File: src/rtl/plus_operator_adder.sv
`default_nettype none
// ============================================================================
// Module      : plus_operator_adder
// Description : Reference two's-complement adder built on the '+' operator.
//               Computes Sum = A + B + Cin combinationally (zero latency) and
//               keeps a registered copy of the result and status flags for
//               pipelined consumers.
// Ports       :
//   clk         - clock; registered outputs update on the rising edge
//   rst_n       - asynchronous active-low reset
//   A, B        - WIDTH-bit operands (unsigned or two's complement)
//   Cin         - carry-in added at bit 0
//   En          - load enable for the registered result/flags
//   Sum         - combinational low WIDTH bits of A+B+Cin
//   Cout        - combinational carry out of the MSB (unsigned overflow)
//   Overflow    - combinational signed overflow
//   SumReg      - registered Sum
//   CoutReg     - registered Cout
//   OverflowReg - registered Overflow
//   ZeroReg     - registered (Sum == 0); reads 1 while in reset
//   NegReg      - registered Sum[MSB]
//   ValidReg    - En delayed by one cycle (result-valid strobe)
// Revision    : 1.0 - initial release
// ============================================================================
module plus_operator_adder #(
  parameter int WIDTH = 32
) (
  input  logic             clk,
  input  logic             rst_n,
  input  logic [WIDTH-1:0] A,
  input  logic [WIDTH-1:0] B,
  input  logic             Cin,
  input  logic             En,
  output logic [WIDTH-1:0] Sum,
  output logic             Cout,
  output logic             Overflow,
  output logic [WIDTH-1:0] SumReg,
  output logic             CoutReg,
  output logic             OverflowReg,
  output logic             ZeroReg,
  output logic             NegReg,
  output logic             ValidReg
);

  localparam int c_MSB = WIDTH - 1;

  // The sum is formed at WIDTH+1 bits so the carry out of the MSB is kept
  // rather than being lost to truncation.
  logic [WIDTH:0]   w_sum_ext;
  logic [WIDTH-1:0] w_sum;
  logic             w_cout;
  logic             w_ovf;
  logic             w_zero;

  logic [WIDTH-1:0] r_sum;
  logic             r_cout;
  logic             r_ovf;
  logic             r_zero;
  logic             r_neg;
  logic             r_valid;

  assign w_sum_ext = {1'b0, A} + {1'b0, B} + {{WIDTH{1'b0}}, Cin};
  assign w_sum     = w_sum_ext[WIDTH-1:0];
  assign w_cout    = w_sum_ext[WIDTH];

  // Signed overflow: operands agree in sign but the result does not.
  // Cin enters through the sum, so no separate term is needed.
  assign w_ovf  = (A[c_MSB] == B[c_MSB]) && (w_sum[c_MSB] != A[c_MSB]);
  assign w_zero = (w_sum == '0);

  // Result/flag capture, gated by En.
  always_ff @(posedge clk or negedge rst_n) begin
    if (!rst_n) begin
      r_sum  <= '0;
      r_cout <= 1'b0;
      r_ovf  <= 1'b0;
      r_zero <= 1'b1;  // cleared result of zero reads as zero
      r_neg  <= 1'b0;
    end else if (En) begin
      r_sum  <= w_sum;
      r_cout <= w_cout;
      r_ovf  <= w_ovf;
      r_zero <= w_zero;
      r_neg  <= w_sum[c_MSB];
    end
  end

  // Valid strobe follows En every cycle, independent of the capture gate.
  always_ff @(posedge clk or negedge rst_n) begin
    if (!rst_n) begin
      r_valid <= 1'b0;
    end else begin
      r_valid <= En;
    end
  end

  assign Sum         = w_sum;
  assign Cout        = w_cout;
  assign Overflow    = w_ovf;
  assign SumReg      = r_sum;
  assign CoutReg     = r_cout;
  assign OverflowReg = r_ovf;
  assign ZeroReg     = r_zero;
  assign NegReg      = r_neg;
  assign ValidReg    = r_valid;

endmodule
`default_nettype wire

File: config.mk
export PLATFORM = sky130hd
export DESIGN_NAME = plus_operator_adder
export DESIGN_NICKNAME = d
export VERILOG_FILES = /design/src/rtl/plus_operator_adder.sv
export SDC_FILE = /design/constraint.sdc
export NUM_CORES = 1
export LEC_CHECK = 0
export CORE_UTILIZATION = 48
export CTS_BUF_LIST = sky130_fd_sc_hd__clkbuf_8
export CTS_CLUSTER_SIZE = 16
export DETAILED_ROUTE_END_ITERATION = 8
export HOLD_SLACK_MARGIN = 0.02
export PLACE_DENSITY = 0.95
export SLEW_MARGIN = 20
export SYNTH_ARGS = -nofsm -noshare
export SYNTH_HDL_FRONTEND = slang
export SYNTH_SLANG_ARGS = --single-unit
File: constraint.sdc
create_clock -name clk -period 7.7 [get_ports clk]
set_clock_uncertainty 0.2 [all_clocks]
set_input_delay 1.155 -clock clk [delete_from_list [all_inputs] [get_ports clk]]
set_output_delay 1.155 -clock clk [all_outputs]
set_load 0.005 [all_outputs]
**Yosys cells after proc, flatten, opt, wreduce, memory -nomap -nowiden**

Index checks and enable logic that the tools add are counted.

- Divide/modulo/power cells: 0
- Multipliers: 0
- Add/subtract/negate cells: 2
- Magnitude comparators: 0
- Bitwise gates (word level): 0
- Shift operators: 0
- Eq/ne operators: 2
- Muxes and demuxes: 0
- Reductions and logical operators: 2

Operators by type and width:

| kind | count |
|---|---|
| $add 32x32->33 | 1 |
| $add 33x1->33 | 1 |
| $logic_not 32->1 | 1 |
| $eq 1x1->1 | 1 |
| $logic_and 1x1->1 | 1 |
| $ne 1x1->1 | 1 |

- Memories kept: 0
- Bits of input ports: 68
- Memory bits (writable): 0
- Bits in read-only memories: 0
- Register bits: 37
- Logic and storage cells: 12
- Bits in latches: 0
- Output and inout bits: 71

**Depth between registers and ports, before layout**

Gate-level depths: netlist of the first run.

- Word-level depth: 4
- Mapped depth: 14

**Worst setup path after synthesis of the first run**

OpenSTA, ideal clock, no wires.

- Path type: input port to flip-flop
- Start point: input port A[0]
- End point: register r_zero (netlist: ZeroReg)
- Data arrival time: 4798 ps
- Buffers on the path: 0
- Library setup time: 89 ps
- Path slack: 2613 ps
- Stages: 14
- Path through: inv_1 > fa_1 > inv_1 > fa_1 > a211oi_1 > o31a_1 > or4_1 > a21oi_1 > xor2_1 > nand4bb_1 > or4b_1 > or4b_1 > or4_1 > o32ai_2

- Cells in the longest elaborated chain, start to end: 3

RTL lines:

| item | line | RTL |
|---|---|---|
| start: declaration | 30 | `input logic [WIDTH-1:0] A,` |
| $add 32x32->33 | 62 | `assign w_sum_ext = {1'b0, A} + {1'b0, B} + {{WIDTH{1'b0}}, Cin};` |
| $add 33x1->33 | 62 |  |
| via Sum[14] | 34 | `output logic [WIDTH-1:0] Sum,` |
| $logic_not 32->1 | 69 | `assign w_zero = (w_sum == '0);` |
| end signal: assignment | 83 | `r_zero <= w_zero;` |
| end: declaration | 58 | `logic r_zero;` |

The timed path passes the listed nets, and every way through them passes these cells.
A chain may end at the register's enable or synchronous reset.

**Worst setup path after layout of the first run**

- Start point: input port A[0]
- End point: output port Sum[30]

- Cells in the longest elaborated chain, start to end: 2

RTL lines:

| item | line |
|---|---|
| $add 32x32->33 | 62 |
| $add 33x1->33 | 62 |
| end: declaration | 34 |

No other way between the ends.

==> results of run 1 <==
## state kept, by name, indices dropped and copies added, names as in the netlist
| name | flops |
|---|---|
| SumReg | 32 |
| CoutReg | 1 |
| OverflowReg | 1 |
| ValidReg | 1 |
| ZeroReg | 1 |
## per-layer routing
layer	up-vias	share of wire [%]
met5	-	0
met4	0	3.3
met3	29	8.6
met2	172	49
met1	1559	39
li1	1578	-
## area by class of cell
type	instances	share of cell area, %
multi-input cells	295	46.8
flip-flops and latches	36	19.2
inverters	14	1.12
clock inverters	3	0.345
repair buffers	138	29.1
clock buffers	5	1.46
well taps	77	2.05
## kinds of logic after synthesis
logic type / Yosys count / share of synthesized area, %
AO/OA/AOI/OAI: 106 / 21.6
XOR/XNOR: 30 / 8.17
adder cells (fa/ha/maj): 33 / 13.3
buffers and inverters: 29 / 3.50
flip-flops: 36 / 28.0
multiplexers: 29 / 10.2
AND/OR/NAND/NOR: 97 / 15.2
## power by group through the flow
stage	clock network, mW	logic [mW]	registers, mW
3_5_place_dp	0	0.473	0.264
2_1_floorplan	0	0.205	0.264
3_3_place_gp	0	0.463	0.260
5_1_grt	0.142	0.512	0.267
4_1_cts	0.135	0.477	0.262
6_report	0.133	0.479	0.262
## synthesized netlist by cell type, types with 12 or more instances
cell type  instances  share of area [%]
nand2_1           26                3.0
clkbuf_1          12                1.4
xnor2_1           16                4.4
inv_1             14                1.6
ha_1              31                 12
nor2_1            28                3.3
mux2_2            29                 10
a21oi_1           32                5.0
xor2_1            14                3.8
dfrtp_1           35                 27
o21ai_0           20                3.1
## worst paths after layout
kind                                           to  cells past startpoint                    from
setup / recovery                          Sum[30]                     14                    A[0]
hold / removal                ZeroReg$_DFFE_PN1P_                      2     ZeroReg$_DFFE_PN1P_
setup reg to reg           SumReg[31]$_DFFE_PN0P_                      1  SumReg[31]$_DFFE_PN0P_
hold reg to reg               ZeroReg$_DFFE_PN1P_                      2     ZeroReg$_DFFE_PN1P_
max in group asynchronous   SumReg[4]$_DFFE_PN0P_                      1                   rst_n
min in group asynchronous  SumReg[22]$_DFFE_PN0P_                      1                   rst_n
## metrics by stage
step | area [µm²] | instances
after floorplan | 3220 | 360
after global placement | 4620 | 560
after detailed placement | 4620 | 560
after CTS | 4710 | 568
after global routing | 4710 | 568
final | 4710 | 568
==> flow_metrics.py, run 1 <==
metrics = {
    "run_status": {
        "run_status": "finished with violations",
        "violations": "design-rule violations",
    },
    "power_and_ir_drop": {
        "total_power_uw": 873,
        "p_per_area_nw_per_um2": 185,
        "power_frac_comb_pct": 54.8,
        "clock_power_share_pct": 15.2,
        "leakage_nw": 1.99,
        "p_sw_share_pct": 34.4,
        "seqPwrFrac_pct": 30.0,
        "p_sw_uw": 301,
        "max-vdd-ir-drop_mv": 0.143,
        "p_int_uw": 573,
    },
    "layout": {
        "final_common_cell": "clkdlybuf4s50_1",
        "regArea_um2": 902,
        "multi_input_area_um2": 2200,
        "nFillCells": 473,
        "final_cell_mix": "136 x clkdlybuf4s50_1, 35 x dfrtp_1, 32 x a21oi_1",
        "postLayoutCoreUtil_pct": 73.3,
        "drive_gt1_share_pct": 9.57,
        "antenna_cells": 0,
        "nets": 591,
        "area_growth_pct": 46.4,
    },
    "timing": {
        "finalSetupViolCount": 0,
        "fmax_mhz": 155,
        "setup_ws_ns": 1.26,
        "worst_slew_pin_slew_ns": 0.856,
        "setup-tns-final_ns": 0,
        "hold_viol": 0,
        "slew_viol_final": 0,
        "holdWs_ns": 0.295,
        "fin_crit_ns": 6.44,
        "timing.final.crit_share_pct": 83.7,
        "slew_headroom_pct": 43.0,
        "rsz0062_at_grt": "false",
    },
    "synthesis": {
        "synth_nets": 461,
        "ys_types": 55,
        "avgSynthCellArea_um2": 8.94,
        "ys.flop_type": "dfrtp_1",
        "syn_area_um2": 3220,
        "synthCells": 360,
        "ys_seq_area_share_pct": 28.0,
        "ys_ff_latch": 36,
        "yosysWarnings": 0,
        "async_reset_ff_share_pct": 100,
        "synth_edf_count": 0,
    },
    "critical_path": {
        "crit_arrival_ns": 5.09,
        "crit_chain": "clkdlybuf4s50_1 -> inv_1 -> fa_1 -> inv_1 -> fa_1 -> a211oi_1 -> o31a_1 -> a221oi_1 -> o2111ai_1 -> a21boi_0 -> a41o_1 -> a31o_2 -> xor2_1 -> clkdlybuf4s50_1",
        "worstPathRequired_ns": 6.34,
        "path_buf_inv": 4,
        "critPathLaunchType": "input pin",
        "cp_top_family": "compound AO/OA/AOI/OAI gates",
        "r2r_slack_ns": 6.72,
        "worstPathMaxFanout": 4,
        "slowest_delay_ns": 0.54,
        "critical_path_class": "input pin to primary output",
        "critPathCaptureType": "primary output",
        "slowest_stage": "clkdlybuf4s50_1",
    },
    "global_routing": {
        "grtUsageTotal_pct": 28.6,
        "met1_usage_pct": 32.4,
        "grt_pass1_wl_um": 16000,
        "grt_max_degree": 43,
        "use_met2_pct": 51.6,
        "grt_util_met3_pct": 6.82,
        "grt_pass1_vias": 3445,
        "grt-busiest-layer": "met2",
        "antenna_found_initial": 0,
        "grt_overflow": 0,
    },
    "die": {
        "dieArea_um2": 7030,
        "coreArea_um2": 6420,
        "num_rows": 29,
        "start_util_pct": 50.1,
        "ios": 139,
        "die_h_um": 83.9,
        "die_width_um": 83.9,
    },
    "routing": {
        "wl_per_cell_um": 17.4,
        "viasPerCell": 5.88,
        "antenna_left": 0,
        "wl_um": 9880,
        "drt_iter0_drc": 201,
        "drc_errors": 16,
        "firstDrtPassIters": 7,
        "vias": 3338,
    },
    "clock_tree": {
        "cts.htree.levels": 2,
        "cts_setup_buffers": 0,
        "ctsHoldBuffers": 0,
        "clock-root-buffer": "clkbuf_8",
        "clockBufferDepth": 2,
        "cts.clk_slew.worst_paths_ns": 0.07,
        "tritoncts": "built",
        "ctsResizeCount": 0,
        "clock_latency_ns": 0.29,
        "cts_sinks": 36,
        "numCtsBuffers": 5,
    },
    "place": {
        "finalWeightedCongestion": 0.954,
        "hpwl_um": 7940,
        "portBuffers": 138,
        "post-place-ws_ns": 1.36,
    },
    "flow_run": {
        "cap_violations": 0,
    },
    "min_path": {
        "min_path_type": "register to register",
    },
}
(Power assumes the default switching activity.)
==> run 2, diff against run 1 <==
- CORE_UTILIZATION: 48 -> 40
- PLACE_DENSITY: 0.95 -> 0.9
- clock period: 7.7 -> 5.9 ns (I/O delays scaled with it)
==> run 2 against run 1 <==
The run now ends clean; flip-flop and latch count stayed put; sequential power increased by 30%; combinational power is 31% higher; core utilization is 11 points lower; die area increased by 19%.
==> flow_metrics.py, run 2 (synthesized netlist as in run 1, its figures left out) <==
metrics = {
    "layout": {
        "final_cell_mix": "136 x clkdlybuf4s50_1, 35 x dfrtp_1, 32 x a21oi_1",
        "final_common_cell": "clkdlybuf4s50_1",
        "largest_reg_flops": 32,
        "multi_input_area_um2": 2220,
        "area_growth_pct": 49.7,
        "antenna_cells": 0,
        "nFillCells": 658,
        "regArea_um2": 902,
        "nets": 593,
        "postLayoutCoreUtil_pct": 62.0,
        "drive_gt1_share_pct": 10.3,
    },
    "timing": {
        "setup-tns-final_ns": 0,
        "hold_viol": 0,
        "finalSetupViolCount": 0,
        "worst_slew_pin_slew_ns": 0.840,
        "holdWs_ns": 0.310,
        "slew_viol_final": 0,
        "fmax_mhz": 173,
        "slew_headroom_pct": 44.0,
        "rsz0062_at_grt": "false",
        "fin_crit_ns": 5.76,
        "timing.final.crit_share_pct": 97.7,
    },
    "clock_tree": {
        "ctsHoldBuffers": 0,
        "cts_sinks": 36,
        "cts.htree.levels": 2,
        "cts_setup_buffers": 0,
        "tritoncts": "built",
        "numCtsBuffers": 5,
        "clock-root-buffer": "clkbuf_8",
        "clockBufferDepth": 2,
        "cts.clk_slew.worst_paths_ns": 0.07,
        "clock_latency_ns": 0.28,
    },
    "critical_path": {
        "critPathLaunchType": "input pin",
        "critPathCaptureType": "primary output",
        "rr_startpoint": "ZeroReg$_DFFE_PN1P_",
        "critical_path_class": "input pin to primary output",
        "cp-startpoint": "A[0]",
        "worstPathRequired_ns": 4.82,
        "crit_arrival_ns": 4.68,
        "worstPathMaxFanout": 4,
    },
    "global_routing": {
        "grt_pass1_vias": 3457,
        "grt_overflow": 0,
        "grtUsageTotal_pct": 24.3,
        "grt_max_degree": 43,
        "grt_pass1_wl_um": 16400,
        "antenna_found_initial": 0,
    },
    "die": {
        "die_h_um": 91.7,
        "ios": 139,
        "start_util_pct": 41.4,
        "die_width_um": 91.7,
        "coreArea_um2": 7770,
        "dieArea_um2": 8400,
        "num_rows": 32,
    },
    "min_path": {
        "worstHoldStart": "SumReg[3]$_DFFE_PN0P_",
        "min_path_type": "register to register",
    },
    "routing": {
        "drt_iter0_drc": 167,
        "drc_errors": 0,
        "wl_um": 10200,
        "viasPerCell": 5.61,
        "firstDrtPassIters": 5,
        "wl_per_cell_um": 17.1,
        "antenna_left": 0,
        "vias": 3336,
    },
    "power_and_ir_drop": {
        "leakage_nw": 2.03,
        "total_power_mw": 1.21,
        "max-vdd-ir-drop_mv": 0.151,
        "p_per_area_nw_per_um2": 252,
    },
    "place": {
        "hpwl_um": 8050,
        "finalWeightedCongestion": 0.951,
        "portBuffers": 138,
    },
    "flow_run": {
        "cap_violations": 0,
    },
    "run_status": {
        "run_status": "finished, final reports clean",
    },
}
[run 2: power by group]
part	internal (mW)	switching (mW)	leakage, nW
clock	0.149	0.0939	0.0645
sequential	0.306	0.0347	0.418
combinational	0.361	0.265	1.54
total	0.817	0.394	2.03
[run 2: repair_timing]
action	4_1_cts	5_1_grt
pin swaps	0	0
resized for setup	1	2
setup endpoints to repair	2	3
[run 2: path summary, 6_finish.rpt]
| check | cells after the start | to | slack (ns) |
|---|---|---|---|
| max in group asynchronous | 1 | SumReg[11]$_DFFE_PN0P_ | 4.48 |
| worst min register to register | 1 | SumReg[3]$_DFFE_PN0P_ | 0.31 |
| worst min-delay path | 1 | SumReg[3]$_DFFE_PN0P_ | 0.31 |
| min in group asynchronous | 1 | SumReg[31]$_DFFE_PN0P_ | 0.49 |
| worst max-delay path | 14 | Sum[30] | 0.14 |
| worst max register to register | 2 | ZeroReg$_DFFE_PN1P_ | 4.90 |
[run 2: metal layers]
metal / up-vias / track usage [%] / wire length (µm)
met5: - / 0 / 0
met4: 0 / 8.07 / 279
met3: 23 / 4.06 / 757
met2: 171 / 46.2 / 5240
met1: 1554 / 27.3 / 3900
li1: 1588 / - / -
[run 2: cell type report]
class | count | share of cell area, %
inverters | 14 | 1.09
multi-input cells | 295 | 46.1
clock inverters | 1 | 0.624
clock buffers | 7 | 2.00
flip-flops and latches | 36 | 18.7
well taps | 102 | 2.65
repair buffers | 140 | 28.8
[run 2: critical path, cell delays in order]
cell and delay [ns]:
clkdlybuf4s50_1 0.46, inv_1 0.05, fa_1 0.43, inv_1 0.09, fa_1 0.20, a211oi_1 0.10
o31a_1 0.41, a221oi_4 0.35, o2111ai_1 0.22, a21boi_1 0.23, a41o_1 0.26, a31o_2 0.19
xor2_1 0.24, clkdlybuf4s50_1 0.56
[run 2: through the flow]
stage               instances  setup WS (ns)  area [µm²]
global route              595        0.00531        4810
global placement          587          0.141        4670
finish                    595          0.136        4810
floorplan                 360           1.08        3220
CTS                       595          0.118        4800
detailed placement        587      -0.000501        4670
==> run 3, diff against run 2 <==
- PLACE_DENSITY: 0.9 -> 0.8
==> run 3 against run 2 <==
Register-to-register slack gained 0.02 ns; final area is 0.55% lower; flip-flop and latch count stayed put; highest routed layer unchanged.
==> flow_metrics.py, run 3 (synthesized netlist as in run 1, its figures left out) <==
metrics = {
    "run_status": {
        "run_status": "finished, final reports clean",
    },
    "routing": {
        "vias": 3287,
        "wl_um": 9660,
        "viasPerCell": 5.52,
        "drt_iter0_drc": 138,
        "antenna_left": 0,
        "drc_errors": 0,
        "firstDrtPassIters": 5,
        "wl_per_cell_um": 16.2,
    },
    "critical_path": {
        "critPathLaunchType": "input pin",
        "worstPathRequired_ns": 4.82,
        "rr_worst_depth": 1,
        "worstPathMaxFanout": 4,
        "crit_arrival_ns": 4.61,
        "r2r_slack_ns": 4.92,
        "reg2reg_to": "SumReg[27]$_DFFE_PN0P_",
        "cp-startpoint": "A[0]",
        "rr_startpoint": "SumReg[27]$_DFFE_PN0P_",
        "critPathCaptureType": "primary output",
        "crit_end": "Sum[30]",
        "critical_path_class": "input pin to primary output",
    },
    "layout": {
        "area_growth_pct": 48.9,
        "final_cell_mix": "136 x clkdlybuf4s50_1, 35 x dfrtp_1, 32 x a21oi_1",
        "nets": 593,
        "nFillCells": 681,
        "postLayoutCoreUtil_pct": 61.6,
        "drive_gt1_share_pct": 10.3,
        "largest_reg_flops": 32,
        "final_common_cell": "clkdlybuf4s50_1",
        "final_cells": 595,
        "antenna_cells": 0,
    },
    "global_routing": {
        "antenna_found_initial": 0,
        "grt_pass1_vias": 3152,
        "grt_overflow": 0,
        "grt_pass1_wl_um": 15400,
        "grtUsageTotal_pct": 22.8,
        "grt_max_degree": 43,
    },
    "timing": {
        "rsz0062_at_grt": "false",
        "fin_crit_ns": 5.70,
        "finalSetupViolCount": 0,
        "timing.final.crit_share_pct": 96.6,
        "slew_headroom_pct": 45.6,
        "slew_viol_final": 0,
        "fmax_mhz": 175,
        "setup-tns-final_ns": 0,
        "hold_viol": 0,
        "worst_slew_pin_slew_ns": 0.816,
    },
    "clock_tree": {
        "clockBufferDepth": 2,
        "ctsHoldBuffers": 0,
        "tritoncts": "built",
        "clock_latency_ns": 0.29,
        "cts_setup_buffers": 0,
        "ctsResizeCount": 0,
        "cts.clk_slew.worst_paths_ns": 0.08,
        "cts_sinks": 36,
        "clock-root-buffer": "clkbuf_8",
        "cts.htree.levels": 2,
        "numCtsBuffers": 5,
    },
    "place": {
        "dp_cells": 587,
        "hpwl_um": 7890,
        "finalWeightedCongestion": 0.851,
        "portBuffers": 138,
    },
    "die": {
        "dieArea_um2": 8400,
        "ios": 139,
        "coreArea_um2": 7770,
        "die_h_um": 91.7,
        "die_width_um": 91.7,
        "start_util_pct": 41.4,
        "num_rows": 32,
    },
    "flow_run": {
        "cap_violations": 0,
    },
    "min_path": {
        "min_path_type": "register to register",
        "hold_depth": 2,
    },
    "power_and_ir_drop": {
        "max-vdd-ir-drop_mv": 0.140,
        "total_power_mw": 1.18,
        "p_per_area_nw_per_um2": 247,
        "leakage_nw": 2.01,
    },
}
-- run 3: changes by cell type in the layout (fill, tap and decap cells not counted), sizes merged --
cell      change
clkinvlp      +1
clkbuf        -2
clkinv        +1
-- run 3: through the flow --
stage | area (µm²) | hold slack, ns | setup WS [ns]
2_1_floorplan | 3220 | 0.279 | 1.08
3_3_place_gp | 4670 | 0.281 | 0.157
3_5_place_dp | 4670 | 0.289 | 0.0506
4_1_cts | 4780 | 0.302 | 0.0214
5_1_grt | 4790 | 0.323 | 0.00511
6_report | 4790 | 0.301 | 0.200
-- run 3: cell type report --
cell class	instances	area [µm²]	share of cell area [%]
inverters	14	52.6	1.10
multi-input cells	295	2210	46.1
flip-flops and latches	36	902	18.8
well taps	102	128	2.67
clock buffers	5	68.8	1.44
clock inverters	3	42.5	0.888
repair buffers	140	1390	29.0
-- run 3: where the power goes --
part	switching [mW]	internal, mW
clock	0.0980	0.125
combinational	0.261	0.361
sequential	0.0329	0.306
total	0.392	0.792
-- run 3: worst min path at each step --
stage / end / from / slack, ns
2_1_floorplan: ZeroReg$_DFFE_PN1P_ / ZeroReg$_DFFE_PN1P_ / 0.28
3_3_place_gp: ZeroReg$_DFFE_PN1P_ / ZeroReg$_DFFE_PN1P_ / 0.28
3_5_place_dp: ZeroReg$_DFFE_PN1P_ / ZeroReg$_DFFE_PN1P_ / 0.29
4_1_cts: ZeroReg$_DFFE_PN1P_ / ZeroReg$_DFFE_PN1P_ / 0.30
5_1_grt: ZeroReg$_DFFE_PN1P_ / ZeroReg$_DFFE_PN1P_ / 0.32
6_report: ZeroReg$_DFFE_PN1P_ / ZeroReg$_DFFE_PN1P_ / 0.30
-- run 3: per-layer routing --
metal	wire [µm]	part of all wire, %	global-route usage [%]	up-vias
li1	-	-	-	1588
met1	4040	42	28.4	1550
met2	4880	50	41.2	143
met3	690	7.1	4.39	6
met4	55	0.57	3.84	0
met5	0	0	0	-
-- run 3: critical path, cell delays in order --
cell and delay [ns]:
clkdlybuf4s50_1 0.46, inv_1 0.05, fa_1 0.42, inv_1 0.08
fa_1 0.21, a211oi_1 0.10, o31a_1 0.37, a221oi_2 0.35
o2111ai_1 0.22, a21boi_1 0.22, a41o_1 0.25, a31o_2 0.19
xor2_1 0.24, clkdlybuf4s50_1 0.55
